File: src/rtl/alu_arbiter.sv
// Round-robin share of one combinational ALU between two requesters; one transaction in flight.
// Accept at edge N, response valid from N+2; response held until resp ready, requests stalled meanwhile.
module alu_arbiter #(
   parameter int bit_size = 32
) (
   input  logic                clk,
   input  logic                rst,
   input  logic                req0_valid,
   output logic                req0_ready,
   input  logic [3:0]          req0_op,
   input  logic [bit_size-1:0] req0_src1,
   input  logic [bit_size-1:0] req0_src2,
   input  logic [4:0]          req0_shamt,
   input  logic                req1_valid,
   output logic                req1_ready,
   input  logic [3:0]          req1_op,
   input  logic [bit_size-1:0] req1_src1,
   input  logic [bit_size-1:0] req1_src2,
   input  logic [4:0]          req1_shamt,
   output logic                resp0_valid,
   input  logic                resp0_ready,
   output logic [bit_size-1:0] resp0_result,
   output logic                resp0_zero,
   output logic                resp1_valid,
   input  logic                resp1_ready,
   output logic [bit_size-1:0] resp1_result,
   output logic                resp1_zero,
   output logic [3:0]          alu_op,
   output logic [bit_size-1:0] alu_src1,
   output logic [bit_size-1:0] alu_src2,
   output logic [4:0]          alu_shamt,
   input  logic [bit_size-1:0] alu_result,
   input  logic                alu_zero,
   output logic                busy
);

   typedef enum logic [1:0] {IDLE, EXEC, RESP} state_t;

   state_t              state, state_nxt;
   logic                last_grant;
   logic                owner;
   logic [3:0]          op_q;
   logic [bit_size-1:0] src1_q, src2_q, res_q;
   logic [4:0]          shamt_q;
   logic                zero_q;

   logic                any_req;
   logic                grant;
   logic                accept;

   assign any_req = req0_valid | req1_valid;
   // On a tie the port that did not win last time goes next.
   assign grant   = (req0_valid && req1_valid) ? ~last_grant : req1_valid;
   assign accept  = (state == IDLE) && any_req;

   always_ff @(posedge clk or posedge rst) begin
      if (rst) begin
         state <= IDLE;
      end else begin
         state <= state_nxt;
      end
   end

   always_comb begin
      state_nxt    = state;
      req0_ready   = 1'b0;
      req1_ready   = 1'b0;
      resp0_valid  = 1'b0;
      resp1_valid  = 1'b0;
      resp0_result = '0;
      resp1_result = '0;
      resp0_zero   = 1'b0;
      resp1_zero   = 1'b0;
      alu_op       = 4'd0;
      alu_src1     = '0;
      alu_src2     = '0;
      alu_shamt    = 5'd0;
      busy         = (state != IDLE);
      case (state)
         IDLE: begin
            req0_ready = accept && !grant;
            req1_ready = accept && grant;
            if (accept) begin
               state_nxt = EXEC;
            end
         end
         EXEC: begin
            alu_op    = op_q;
            alu_src1  = src1_q;
            alu_src2  = src2_q;
            alu_shamt = shamt_q;
            state_nxt = RESP;
         end
         RESP: begin
            if (owner) begin
               resp1_valid  = 1'b1;
               resp1_result = res_q;
               resp1_zero   = zero_q;
               if (resp1_ready) state_nxt = IDLE;
            end else begin
               resp0_valid  = 1'b1;
               resp0_result = res_q;
               resp0_zero   = zero_q;
               if (resp0_ready) state_nxt = IDLE;
            end
         end
         default: state_nxt = IDLE;
      endcase
   end

   always_ff @(posedge clk or posedge rst) begin
      if (rst) begin
         last_grant <= 1'b1;
         owner      <= 1'b0;
         op_q       <= 4'd0;
         src1_q     <= '0;
         src2_q     <= '0;
         shamt_q    <= 5'd0;
         res_q      <= '0;
         zero_q     <= 1'b0;
      end else begin
         if (accept) begin
            owner      <= grant;
            last_grant <= grant;
            op_q       <= grant ? req1_op    : req0_op;
            src1_q     <= grant ? req1_src1  : req0_src1;
            src2_q     <= grant ? req1_src2  : req0_src2;
            shamt_q    <= grant ? req1_shamt : req0_shamt;
         end
         if (state == EXEC) begin
            res_q  <= alu_result;
            zero_q <= alu_zero;
         end
      end
   end

endmodule
File: config.mk
export PLATFORM = sky130hd
export DESIGN_NAME = alu_arbiter
export DESIGN_NICKNAME = d
export VERILOG_FILES = /design/src/rtl/alu_arbiter.sv
export SDC_FILE = /design/constraint.sdc
export NUM_CORES = 1
export LEC_CHECK = 0
export CORE_ASPECT_RATIO = 0.75
export CORE_MARGIN = 10
export CORE_UTILIZATION = 42
export CTS_CLUSTER_DIAMETER = 200
export DETAILED_ROUTE_END_ITERATION = 8
export MAX_ROUTING_LAYER = met4
export PLACE_DENSITY = 0.93
export SLEW_MARGIN = 20
export SYNTH_ARGS = -nofsm -noshare
export SYNTH_HDL_FRONTEND = slang
export SYNTH_SLANG_ARGS = --single-unit
File: constraint.sdc
create_clock -name clk -period 8.97 [get_ports clk]
set_input_delay 1.794 -clock clk [delete_from_list [all_inputs] [get_ports clk]]
set_output_delay 1.794 -clock clk [all_outputs]
set_load 0.01 [all_outputs]
==> impl_metrics.prom, run 1 <==
# TYPE chip_impl_metric gauge
chip_impl_info{name="synth_area_leaders",value="sky130_fd_sc_hd__dfrtp_1 (48%), sky130_fd_sc_hd__and2_1 (15%), sky130_fd_sc_hd__mux2_2 (6.7%)"} 1
chip_impl_metric{name="die_w",unit="um"} 155
chip_impl_metric{name="post_synth_instance_area",unit="sq mm"} 0.00571
chip_impl_metric{name="syn-mean-instance-area",unit="sq um"} 9.66
chip_impl_info{name="ys_top_cells_by_count",value="sky130_fd_sc_hd__and2_1 (139), sky130_fd_sc_hd__dfrtp_1 (109), sky130_fd_sc_hd__nand2_1 (90), sky130_fd_sc_hd__a21oi_1 (45), sky130_fd_sc_hd__a31oi_1 (45)"} 1
chip_impl_metric{name="number_of_placed_i_o_pins",unit=""} 329
chip_impl_metric{name="report.final.slew_viol_count",unit=""} 0
chip_impl_metric{name="postPlaceCellArea",unit="sq mm"} 0.00898
chip_impl_metric{name="switching_power_share_of_the_total",unit=""} 0.367
chip_impl_metric{name="post-route-min-period",unit="ns"} 6.19
chip_impl_metric{name="clk_transition_reported_paths",unit="ns"} 0.07
chip_impl_info{name="synth_most_common_cell",value="sky130_fd_sc_hd__and2_1"} 1
chip_impl_metric{name="detail_route.wirelength",unit="mm"} 22.2
chip_impl_metric{name="crit_fanout",unit=""} 48
chip_impl_metric{name="worst_ir_drop_vdd",unit="uV"} 147
chip_impl_metric{name="synth.top_cell.area_share",unit=""} 0.478
chip_impl_metric{name="power.density_cell_area",unit="mW/mm^2"} 294
chip_impl_metric{name="post_cts_resized",unit=""} 0
chip_impl_metric{name="cts_inserted_buffers",unit=""} 9
chip_impl_metric{name="fin_total_pwr",unit="mW"} 2.74
chip_impl_metric{name="die-height",unit="um"} 121
chip_impl_info{name="cp-start-kind",value="input pin"} 1
chip_impl_metric{name="fmax",unit="MHz"} 162
chip_impl_metric{name="detailed_place_hpwl",unit="mm"} 17.0
chip_impl_metric{name="share_clk_of_total_power",unit=""} 0.155
chip_impl_info{name="synth_top_cell_by_area",value="sky130_fd_sc_hd__dfrtp_1"} 1
chip_impl_metric{name="synth_seq_area_share",unit=""} 0.482
chip_impl_metric{name="timing.final.crit_share",unit=""} 0.690
chip_impl_metric{name="asyncSetResetFlopFracSynth",unit=""} 1.00
chip_impl_metric{name="detail_route.vias_per_cell",unit=""} 5.34
chip_impl_metric{name="internal_power",unit="mW"} 1.74
chip_impl_metric{name="fin_area",unit="sq mm"} 0.00932
chip_impl_metric{name="globalplace.congestion",unit=""} 0.824
chip_impl_metric{name="drc_errors",unit=""} 0
chip_impl_metric{name="worst_pin_slew",unit="ns"} 1.01
chip_impl_metric{name="syn-instance-count",unit=""} 591
chip_impl_metric{name="initial_core_util",unit=""} 0.434
chip_impl_metric{name="grtUsageTotal",unit=""} 0.231
chip_impl_metric{name="seq_power_share",unit=""} 0.329
chip_impl_metric{name="max-slew-margin-rel",unit=""} 0.324
chip_impl_metric{name="initial_drc_count",unit=""} 326
chip_impl_metric{name="cts.path.max_buffers",unit=""} 2
chip_impl_metric{name="final_nets",unit=""} 1066
chip_impl_metric{name="net-switching-power",unit="mW"} 1.01
chip_impl_metric{name="cp_data_required_time",unit="ns"} 7.18
chip_impl_metric{name="synth_fp_nets",unit=""} 776
chip_impl_metric{name="cts_setup_buffers",unit=""} 0
chip_impl_metric{name="placed_cells",unit=""} 1041
chip_impl_info{name="critical-path-top-cell-by-count",value="sky130_fd_sc_hd__clkdlybuf4s50_1"} 1
chip_impl_metric{name="report.final.hold_viol_count",unit=""} 0
chip_impl_info{name="dominantRegCellSynth",value="sky130_fd_sc_hd__dfrtp_1"} 1
chip_impl_metric{name="dr.pass1.iters",unit=""} 4
chip_impl_info{name="worst_setup_path_end_kind",value="output port"} 1
chip_impl_metric{name="fp.dieArea",unit="sq mm"} 0.0187
chip_impl_metric{name="layout-area-overhead-vs-synth",unit="%"} 63.3
chip_impl_metric{name="leakage",unit="nW"} 3.86
chip_impl_info{name="path_cells",value="clkdlybuf4s50_1, a21bo_2, and3_4, clkdlybuf4s50_1"} 1
chip_impl_metric{name="yosysWarnings",unit=""} 0
chip_impl_metric{name="clkSinkCount",unit=""} 110
chip_impl_metric{name="post_route_cells_drive_above_1_share",unit=""} 0.0745
chip_impl_metric{name="maximum_number_of_pins_on_one_net_before_global_route_repair",unit=""} 81
chip_impl_metric{name="final.setup.tns",unit="ns"} 0
chip_impl_metric{name="finalNonFillerCells",unit=""} 1061
chip_impl_metric{name="core.rowCount",unit=""} 36
chip_impl_metric{name="ctsHtreeMaxLevel",unit=""} 3
chip_impl_info{name="critical_path.slowest_cell",value="sky130_fd_sc_hd__a21bo_2"} 1
chip_impl_info{name="status",value="finished, final reports clean"} 1
chip_impl_info{name="cts_tree",value="built"} 1
chip_impl_metric{name="worst_setup_skew_after_layout",unit="ns"} 0.00469
chip_impl_info{name="rsz0062_at_grt",value="no"} 1
chip_impl_metric{name="coreArea",unit="sq mm"} 0.0132
chip_impl_info{name="clockRootBuffer",value="sky130_fd_sc_hd__clkbuf_16"} 1
chip_impl_metric{name="clk-insertion-delay-late",unit="ns"} 0.34
chip_impl_metric{name="numPortBuffers",unit=""} 328
chip_impl_metric{name="max_cap_viol_count",unit=""} 0
chip_impl_metric{name="synth.lib_cells_used.distinct",unit=""} 27
chip_impl_metric{name="combPwrFrac",unit=""} 0.516
chip_impl_metric{name="antenna_violations_before_repair",unit=""} 4
chip_impl_metric{name="routedWlPerCell",unit="um"} 20.9
chip_impl_info{name="timing.setup.critical_path_class",value="input pin to output port"} 1
chip_impl_metric{name="grt_pass1_vias",unit=""} 5904
chip_impl_metric{name="grt_first_pass_wirelength",unit="mm"} 33.2
chip_impl_metric{name="setup_viol",unit=""} 0
chip_impl_metric{name="fillCellCount",unit=""} 975
chip_impl_metric{name="ys_seq_elements",unit=""} 110
chip_impl_metric{name="cts_hold_repair.buffers",unit=""} 0
chip_impl_info{name="worstHoldPathType",value="register to register"} 1
chip_impl_metric{name="vias",unit=""} 5662
chip_impl_metric{name="gr-total-overflow",unit=""} 0
chip_impl_metric{name="antenna_left",unit=""} 0
chip_impl_metric{name="timing.critical_path.arrival",unit="ns"} 4.40
chip_impl_metric{name="slowest_delay",unit="ns"} 0.82
chip_impl_metric{name="synth_enable_flop_cells",unit=""} 0
[cells in the final DEF, fill, tap and decap left out, types with 4 or more instances in the layout]
master                            netlist  routed
sky130_fd_sc_hd__a31oi_1               45      45
sky130_fd_sc_hd__and3_1                28      28
sky130_fd_sc_hd__a21oi_1               45      45
sky130_fd_sc_hd__clkbuf_16              0       9
sky130_fd_sc_hd__clkdlybuf4s50_1        0     328
sky130_fd_sc_hd__buf_4                  5       4
sky130_fd_sc_hd__nand2_1               90      90
sky130_fd_sc_hd__diode_2                0       4
sky130_fd_sc_hd__dfrtp_1              109     109
sky130_fd_sc_hd__and2_1               139     139
sky130_fd_sc_hd__a221o_1               28      28
sky130_fd_sc_hd__mux2_2                34      34
[state kept, by name, indices dropped and copies added (netlist names)]
register	cells
src2_q	32
state	2
res_q	32
last_grant	1
src1_q	32
op_q	4
owner	1
shamt_q	5
zero_q	1
[layer usage]
layer	vias up	global-route usage	wire, um
li1	2609	-	-
met1	2753	0.245	8170
met2	279	0.395	11200
met3	21	0.0967	2410
met4	0	0.0530	354
met5	-	-	0
[final timing paths]
| kind | startpoint | to | slack (ns) | cells after the start |
|---|---|---|---|---|
| worst max-delay path | req0_valid | req0_ready | 2.78 | 4 |
| worst min-delay path | src2_q[7] | src2_q[7] | 0.51 | 1 |
| worst max register to register | state[1] | src1_q[30] | 5.93 | 5 |
| worst min register to register | src2_q[7] | src2_q[7] | 0.51 | 1 |
| max in group asynchronous | rst | op_q[0] | 6.08 | 3 |
| min in group asynchronous | rst | res_q[18] | 1.79 | 2 |
[metrics by stage]
step | worst slack, ns | util | hold WS [ns]
3_5_place_dp | 2.78 | 0.683 | 0.494
4_1_cts | 2.77 | 0.707 | 0.511
2_1_floorplan | 4.28 | - | 0.471
5_1_grt | 2.65 | 0.709 | 0.525
6_report | 2.78 | 0.709 | 0.507
3_3_place_gp | 2.79 | 0.683 | 0.488
[critical path: cells and delay by family]
kind,cells,cell delay (ns)
buffers and inverters,2,1.17
AOI/OAI and AO/OA,1,0.82
and+or+nand+nor,1,0.60
[power groups by stage]
stage,combinational [mW],sequential (mW),clock [mW]
floorplan,0.834,0.848,0
global placement,1.39,0.889,0
detailed placement,1.43,0.909,0
CTS,1.43,0.900,0.430
global route,1.54,0.931,0.449
finish,1.42,0.902,0.425
[final cells by class]
type                       count  area, sq um  area share
inverter                       4         17.5     0.00188
clock buffer                  10          239      0.0256
sequential                   110         2750       0.295
antenna                        4         10.0     0.00107
clock inverter                 6         77.6     0.00832
multi-input combinational    423         2680       0.288
tap                          171          214      0.0230
timing repair buffer         333         3320       0.357
[logic make-up after synthesis]
group                  share of synthesized area
AOI/OAI and AO/OA                          0.145
DFF                                        0.482
and+or+nand+nor                            0.253
buffers and inverters                     0.0522
muxes                                     0.0671
Note: power is estimated with default switching activity, not from simulation.
==> run 2: changes to the inputs <==
- CORE_UTILIZATION: 42 -> 39
- PLACE_DENSITY: 0.93 -> 0.87
- clock period: 8.97 -> 6.4 ns (I/O delays scaled with it)
==> run 2 against run 1 <==
  * Worst setup slack lost 1.2 ns
  * Non-clock buffer count increased by 1
  * Hold slack improved by 0.0076 ns
  * Via count shrank 3.2%
  * Highest routed layer unchanged
==> impl_metrics.prom, run 2 (synthesized netlist as in run 1, its figures left out) <==
# TYPE chip_impl_metric gauge
chip_impl_info{name="critical_path.slowest_cell",value="sky130_fd_sc_hd__clkdlybuf4s50_1"} 1
chip_impl_metric{name="finalHoldWorstSlack",unit="ns"} 0.515
chip_impl_info{name="critical-path-top-cell-by-count",value="sky130_fd_sc_hd__clkdlybuf4s50_1"} 1
chip_impl_metric{name="dr.pass1.iters",unit=""} 4
chip_impl_metric{name="footprint_of_the_multi_input_gates",unit="sq mm"} 0.00268
chip_impl_metric{name="post-route-min-period",unit="ns"} 4.85
chip_impl_metric{name="leakage",unit="nW"} 3.86
chip_impl_metric{name="timing.critical_path.arrival",unit="ns"} 3.57
chip_impl_metric{name="max-slew-margin-rel",unit=""} 0.433
chip_impl_metric{name="antenna_left",unit=""} 0
chip_impl_metric{name="sequential_cell_area",unit="sq mm"} 0.00275
chip_impl_metric{name="worst_pin_slew",unit="ns"} 0.849
chip_impl_metric{name="placed_cells",unit=""} 1071
chip_impl_metric{name="detail_route.vias_per_cell",unit=""} 5.04
chip_impl_metric{name="drc_errors",unit=""} 0
chip_impl_metric{name="layout-area-overhead-vs-synth",unit="%"} 63.5
chip_impl_metric{name="final.setup.worst_slack",unit="ns"} 1.55
chip_impl_info{name="rsz0062_at_grt",value="no"} 1
chip_impl_metric{name="fillCellCount",unit=""} 1186
chip_impl_metric{name="clkSinkCount",unit=""} 110
chip_impl_metric{name="fp.dieArea",unit="sq mm"} 0.0199
chip_impl_info{name="cts_tree",value="built"} 1
chip_impl_metric{name="grt_first_pass_wirelength",unit="mm"} 33.4
chip_impl_info{name="path_cells",value="clkdlybuf4s50_1, a21bo_2, buf_4, and3_4, clkdlybuf4s50_1"} 1
chip_impl_info{name="status",value="finished, final reports clean"} 1
chip_impl_metric{name="routedWlPerCell",unit="um"} 20.1
chip_impl_metric{name="number_of_placed_i_o_pins",unit=""} 329
chip_impl_metric{name="die_w",unit="um"} 160
chip_impl_metric{name="numPortBuffers",unit=""} 328
chip_impl_info{name="worstHoldPathType",value="register to register"} 1
chip_impl_metric{name="clk_transition_reported_paths",unit="ns"} 0.08
chip_impl_info{name="critPathTopFamily",value="buffers and inverters"} 1
chip_impl_info{name="reg.largest.list",value="res_q (32), src1_q (32), src2_q (32)"} 1
chip_impl_metric{name="setup_viol",unit=""} 0
chip_impl_metric{name="fin_total_pwr",unit="mW"} 3.81
chip_impl_info{name="most_frequent_cells_in_the_layout",value="sky130_fd_sc_hd__clkdlybuf4s50_1 (328), sky130_fd_sc_hd__and2_1 (139), sky130_fd_sc_hd__dfrtp_1 (109)"} 1
chip_impl_metric{name="cts.path.max_buffers",unit=""} 2
chip_impl_metric{name="cts_setup_buffers",unit=""} 0
chip_impl_metric{name="final_nets",unit=""} 1067
chip_impl_metric{name="report.final.hold_viol_count",unit=""} 0
chip_impl_metric{name="detailed_place_hpwl",unit="mm"} 16.6
chip_impl_metric{name="final.setup.tns",unit="ns"} 0
chip_impl_metric{name="timing.critical_path.buf_inv",unit=""} 3
chip_impl_metric{name="grtUsageTotal",unit=""} 0.215
chip_impl_metric{name="die-height",unit="um"} 125
chip_impl_metric{name="initial_core_util",unit=""} 0.396
chip_impl_metric{name="detail_route.wirelength",unit="mm"} 21.8
chip_impl_metric{name="antenna_cells_inserted",unit=""} 0
chip_impl_metric{name="fmax",unit="MHz"} 206
chip_impl_metric{name="worst_ir_drop_vdd",unit="uV"} 193
chip_impl_metric{name="cts_hold_repair.buffers",unit=""} 0
chip_impl_metric{name="vias",unit=""} 5481
chip_impl_metric{name="antenna_violations_before_repair",unit=""} 0
chip_impl_info{name="timing.setup.critical_path_class",value="input pin to output port"} 1
chip_impl_info{name="final_common_cell",value="sky130_fd_sc_hd__clkdlybuf4s50_1"} 1
chip_impl_metric{name="worst_setup_skew_after_layout",unit="ns"} 0.00549
chip_impl_metric{name="slowest_delay",unit="ns"} 0.61
chip_impl_metric{name="core.rowCount",unit=""} 38
chip_impl_metric{name="post_route_cells_drive_above_1_share",unit=""} 0.0755
chip_impl_metric{name="coreArea",unit="sq mm"} 0.0144
chip_impl_metric{name="crit_fanout",unit=""} 48
chip_impl_metric{name="globalplace.congestion",unit=""} 0.806
chip_impl_info{name="clockRootBuffer",value="sky130_fd_sc_hd__clkbuf_16"} 1
chip_impl_metric{name="clk-insertion-delay-late",unit="ns"} 0.35
chip_impl_metric{name="maximum_number_of_pins_on_one_net_before_global_route_repair",unit=""} 69
chip_impl_info{name="worst_setup_path_end_kind",value="output port"} 1
chip_impl_metric{name="placement.setup.worst_slack",unit="ns"} 1.52
chip_impl_metric{name="grt_pass1_vias",unit=""} 5837
chip_impl_metric{name="finalNonFillerCells",unit=""} 1087
chip_impl_metric{name="cp_data_required_time",unit="ns"} 5.12
chip_impl_metric{name="max_cap_viol_count",unit=""} 0
chip_impl_metric{name="initial_drc_count",unit=""} 393
chip_impl_metric{name="timing.final.crit_share",unit=""} 0.758
chip_impl_metric{name="ctsHtreeMaxLevel",unit=""} 3
chip_impl_metric{name="report.final.slew_viol_count",unit=""} 0
chip_impl_info{name="cp-start-kind",value="input pin"} 1
chip_impl_metric{name="post_cts_resized",unit=""} 0
chip_impl_metric{name="power.density_cell_area",unit="mW/mm^2"} 409
chip_impl_metric{name="cts_inserted_buffers",unit=""} 9
chip_impl_metric{name="gr-total-overflow",unit=""} 0
## run 2: final timing paths
path / start / to / slack, ns / depth (start not counted)
max: req0_valid / req0_ready / 1.55 / 5
min: src2_q[13] / src2_q[13] / 0.51 / 1
max reg2reg: state[1] / src1_q[19] / 3.96 / 4
min reg2reg: src2_q[13] / src2_q[13] / 0.51 / 1
max in group asynchronous: rst / src2_q[8] / 3.81 / 3
min in group asynchronous: rst / res_q[7] / 1.44 / 2
## run 2: report_power, final
part	switching (mW)	total [mW]	leakage [nW]	internal, mW
registers	0.203	1.26	1.28	1.06
clock network	0.291	0.570	0.145	0.279
logic	0.930	1.99	2.43	1.06
## run 2: final cells by class
cell class	instances	share of cell area
Clock buffer	9	0.0241
Clock inverter	7	0.00804
Inverter	4	0.00188
Multi-Input combinational cell	423	0.288
Sequential cell	110	0.295
Tap cell	200	0.0268
Timing Repair Buffer	334	0.357
## run 2: worst reg2reg max path: cells and delay by family (launching register included)
family / cells / cell delay, ns
AO/OA/AOI/OAI: 1 / 0.22
AND/OR/NAND/NOR: 2 / 0.92
buffers and inverters: 1 / 0.69
flip-flops: 1 / 0.45
## run 2: metal layers
| layer | vias to the layer above | global-route usage | part of all wire |
|---|---|---|---|
| li1 | 2607 | - | - |
| met1 | 2606 | 0.230 | 0.39 |
| met2 | 240 | 0.366 | 0.49 |
| met3 | 28 | 0.0898 | 0.10 |
| met4 | 0 | 0.0435 | 0.014 |
| met5 | - | - | 0 |
## run 2: per-stage QoR
stage / cell area, sq um / util
CTS: 9330 / 0.648
finish: 9330 / 0.648
detailed placement: 9030 / 0.627
floorplan: 5710 / -
global route: 9330 / 0.648
global placement: 9030 / 0.627
==> run 3: changes to the inputs <==
- clock period: 6.4 -> 4.7 ns (I/O delays scaled with it)
==> run 3 against run 2 <==
  * Sequential share of layout area fell by 0.14 points
  * Clock-buffer cell count rose by 1
  * Clock skew fell by 0.00069 ns
  * Routed wire length barely moved
  * Die area did not move
  * Highest routed layer unchanged
==> impl_metrics.prom, run 3 (synthesized netlist as in run 1, its figures left out) <==
# TYPE chip_impl_metric gauge
chip_impl_metric{name="coreArea",unit="sq mm"} 0.0144
chip_impl_metric{name="finalHoldWorstSlack",unit="ns"} 0.507
chip_impl_metric{name="worst_ir_drop_vdd",unit="uV"} 369
chip_impl_metric{name="worst-r2r-cell-count",unit=""} 5
chip_impl_metric{name="worst_setup_skew_after_layout",unit="ns"} 0.00479
chip_impl_metric{name="antenna_cells_inserted",unit=""} 0
chip_impl_metric{name="cts_hold_repair.buffers",unit=""} 0
chip_impl_metric{name="crit_fanout",unit=""} 47
chip_impl_metric{name="fin_area",unit="sq mm"} 0.00938
chip_impl_metric{name="post-route-min-period",unit="ns"} 3.76
chip_impl_metric{name="timing.hold.worst_path_depth",unit=""} 1
chip_impl_metric{name="routedWlPerCell",unit="um"} 20.0
chip_impl_metric{name="cp_data_required_time",unit="ns"} 3.76
chip_impl_info{name="worst_setup_path_end_kind",value="output port"} 1
chip_impl_metric{name="postPlaceCellArea",unit="sq mm"} 0.00908
chip_impl_metric{name="ctsHtreeMaxLevel",unit=""} 3
chip_impl_metric{name="fin_total_pwr",unit="mW"} 5.21
chip_impl_metric{name="initial_drc_count",unit=""} 339
chip_impl_info{name="status",value="finished, final reports clean"} 1
chip_impl_metric{name="cts.path.max_buffers",unit=""} 2
chip_impl_metric{name="max-slew-margin-rel",unit=""} 0.464
chip_impl_info{name="min_delay_startpoint",value="src2_q[9]"} 1
chip_impl_metric{name="maximum_number_of_pins_on_one_net_before_global_route_repair",unit=""} 75
chip_impl_metric{name="clkSinkCount",unit=""} 110
chip_impl_metric{name="switching_power_share_of_the_total",unit=""} 0.365
chip_impl_info{name="cp-start-kind",value="input pin"} 1
chip_impl_metric{name="cts_setup_buffers",unit=""} 0
chip_impl_info{name="cts_tree",value="built"} 1
chip_impl_metric{name="layout-area-overhead-vs-synth",unit="%"} 64.3
chip_impl_info{name="final_common_cell",value="sky130_fd_sc_hd__clkdlybuf4s50_1"} 1
chip_impl_metric{name="detail_route.wirelength",unit="mm"} 21.8
chip_impl_metric{name="internal_power",unit="mW"} 3.31
chip_impl_metric{name="die_w",unit="um"} 160
chip_impl_metric{name="fp.dieArea",unit="sq mm"} 0.0199
chip_impl_metric{name="combPwrFrac",unit=""} 0.521
chip_impl_info{name="most_frequent_cells_in_the_layout",value="sky130_fd_sc_hd__clkdlybuf4s50_1 (328), sky130_fd_sc_hd__and2_1 (139), sky130_fd_sc_hd__dfrtp_1 (109)"} 1
chip_impl_metric{name="gr-total-overflow",unit=""} 0
chip_impl_info{name="worst_r2r_endpoint",value="src1_q[23]"} 1
chip_impl_metric{name="vias",unit=""} 5512
chip_impl_info{name="reg.largest.list",value="res_q (32), src1_q (32), src2_q (32)"} 1
chip_impl_metric{name="setup_viol",unit=""} 0
chip_impl_info{name="timing.setup.critical_path_class",value="input pin to output port"} 1
chip_impl_metric{name="cts_inserted_buffers",unit=""} 9
chip_impl_metric{name="grt_first_pass_wirelength",unit="mm"} 33.6
chip_impl_metric{name="max_cap_viol_count",unit=""} 0
chip_impl_metric{name="grtUsageTotal",unit=""} 0.216
chip_impl_metric{name="core.rowCount",unit=""} 38
chip_impl_metric{name="post_route_cells_drive_above_1_share",unit=""} 0.0796
chip_impl_metric{name="antenna_left",unit=""} 0
chip_impl_info{name="r2r_start",value="state[1]"} 1
chip_impl_metric{name="final_nets",unit=""} 1072
chip_impl_metric{name="clk-insertion-delay-late",unit="ns"} 0.34
chip_impl_metric{name="share_clk_of_total_power",unit=""} 0.150
chip_impl_metric{name="clk_transition_reported_paths",unit="ns"} 0.07
chip_impl_metric{name="post_cts_resized",unit=""} 0
chip_impl_metric{name="report.final.slew_viol_count",unit=""} 0
chip_impl_metric{name="fmax",unit="MHz"} 266
chip_impl_metric{name="power.density_cell_area",unit="mW/mm^2"} 556
chip_impl_metric{name="leakage",unit="nW"} 3.88
chip_impl_metric{name="numPortBuffers",unit=""} 328
chip_impl_metric{name="detail_route.vias_per_cell",unit=""} 5.05
chip_impl_metric{name="antenna_violations_before_repair",unit=""} 0
chip_impl_metric{name="drc_errors",unit=""} 0
chip_impl_info{name="worstHoldPathType",value="register to register"} 1
chip_impl_metric{name="net-switching-power",unit="mW"} 1.90
chip_impl_info{name="clockRootBuffer",value="sky130_fd_sc_hd__clkbuf_16"} 1
chip_impl_metric{name="detailed_place_hpwl",unit="mm"} 16.6
chip_impl_metric{name="report.final.hold_viol_count",unit=""} 0
chip_impl_metric{name="seq_power_share",unit=""} 0.329
chip_impl_metric{name="final.setup.tns",unit="ns"} 0
chip_impl_metric{name="timing.final.crit_share",unit=""} 0.800
chip_impl_metric{name="grt_pass1_vias",unit=""} 5685
chip_impl_metric{name="timing.critical_path.arrival",unit="ns"} 2.82
chip_impl_metric{name="die-height",unit="um"} 125
chip_impl_metric{name="worst_pin_slew",unit="ns"} 0.802
chip_impl_metric{name="initial_core_util",unit=""} 0.396
chip_impl_metric{name="number_of_placed_i_o_pins",unit=""} 329
chip_impl_info{name="hold_end",value="src2_q[9]"} 1
chip_impl_metric{name="reg2reg_setup_slack",unit="ns"} 1.93
chip_impl_metric{name="globalplace.congestion",unit=""} 0.784
chip_impl_info{name="rsz0062_at_grt",value="no"} 1
chip_impl_metric{name="dr.pass1.iters",unit=""} 4
[run 3: worst max-delay path by stage]
stage | slack (ns) | start | end | cells past startpoint
2_1_floorplan | 0.86 | rst | op_q[0] | 1
3_3_place_gp | 0.97 | req0_valid | req1_ready | 5
3_5_place_dp | 0.93 | req0_valid | req1_ready | 5
4_1_cts | 0.92 | req0_valid | req1_ready | 5
5_1_grt | 0.82 | req0_valid | req1_ready | 5
6_report | 0.94 | req0_valid | req1_ready | 5
[run 3: routing by layer]
metal	share of wire	global-route usage	routed length, um	up-vias
li1	-	-	-	2619
met1	0.38	0.240	8380	2633
met2	0.50	0.357	10800	239
met3	0.11	0.0961	2380	21
met4	0.010	0.0386	224	0
met5	0	-	0	-
[run 3: power by group through the flow]
stage          Clock (mW)  Combinational (mW)  Sequential (mW)
2_1_floorplan           0                1.59             1.62
6_report            0.781                2.72             1.72
5_1_grt             0.830                2.96             1.77
4_1_cts             0.790                2.76             1.72
3_3_place_gp            0                2.70             1.71
3_5_place_dp            0                2.76             1.73
[run 3: per-stage QoR]
step | utilization | worst slack [ns] | instances
2_1_floorplan | - | 0.859 | 591
3_3_place_gp | 0.630 | 0.972 | 1076
3_5_place_dp | 0.630 | 0.931 | 1076
4_1_cts | 0.651 | 0.920 | 1092
5_1_grt | 0.651 | 0.823 | 1092
6_report | 0.651 | 0.942 | 1092
[run 3: cell type report]
type | count | area, sq um
clock buffer | 10 | 229
inverter | 4 | 17.5
timing repair buffer | 339 | 3380
sequential | 110 | 2750
clock inverter | 6 | 71.3
multi-input combinational | 423 | 2680
tap | 200 | 250
fill | 1164 | 5030
[run 3: worst max-delay path, cell delays in order]
cell and delay (ns):
sky130_fd_sc_hd__clkdlybuf4s50_1 0.48, sky130_fd_sc_hd__a21bo_2 0.26, sky130_fd_sc_hd__buf_4 0.27, sky130_fd_sc_hd__nor2_1 0.24
sky130_fd_sc_hd__clkdlybuf4s50_1 0.62
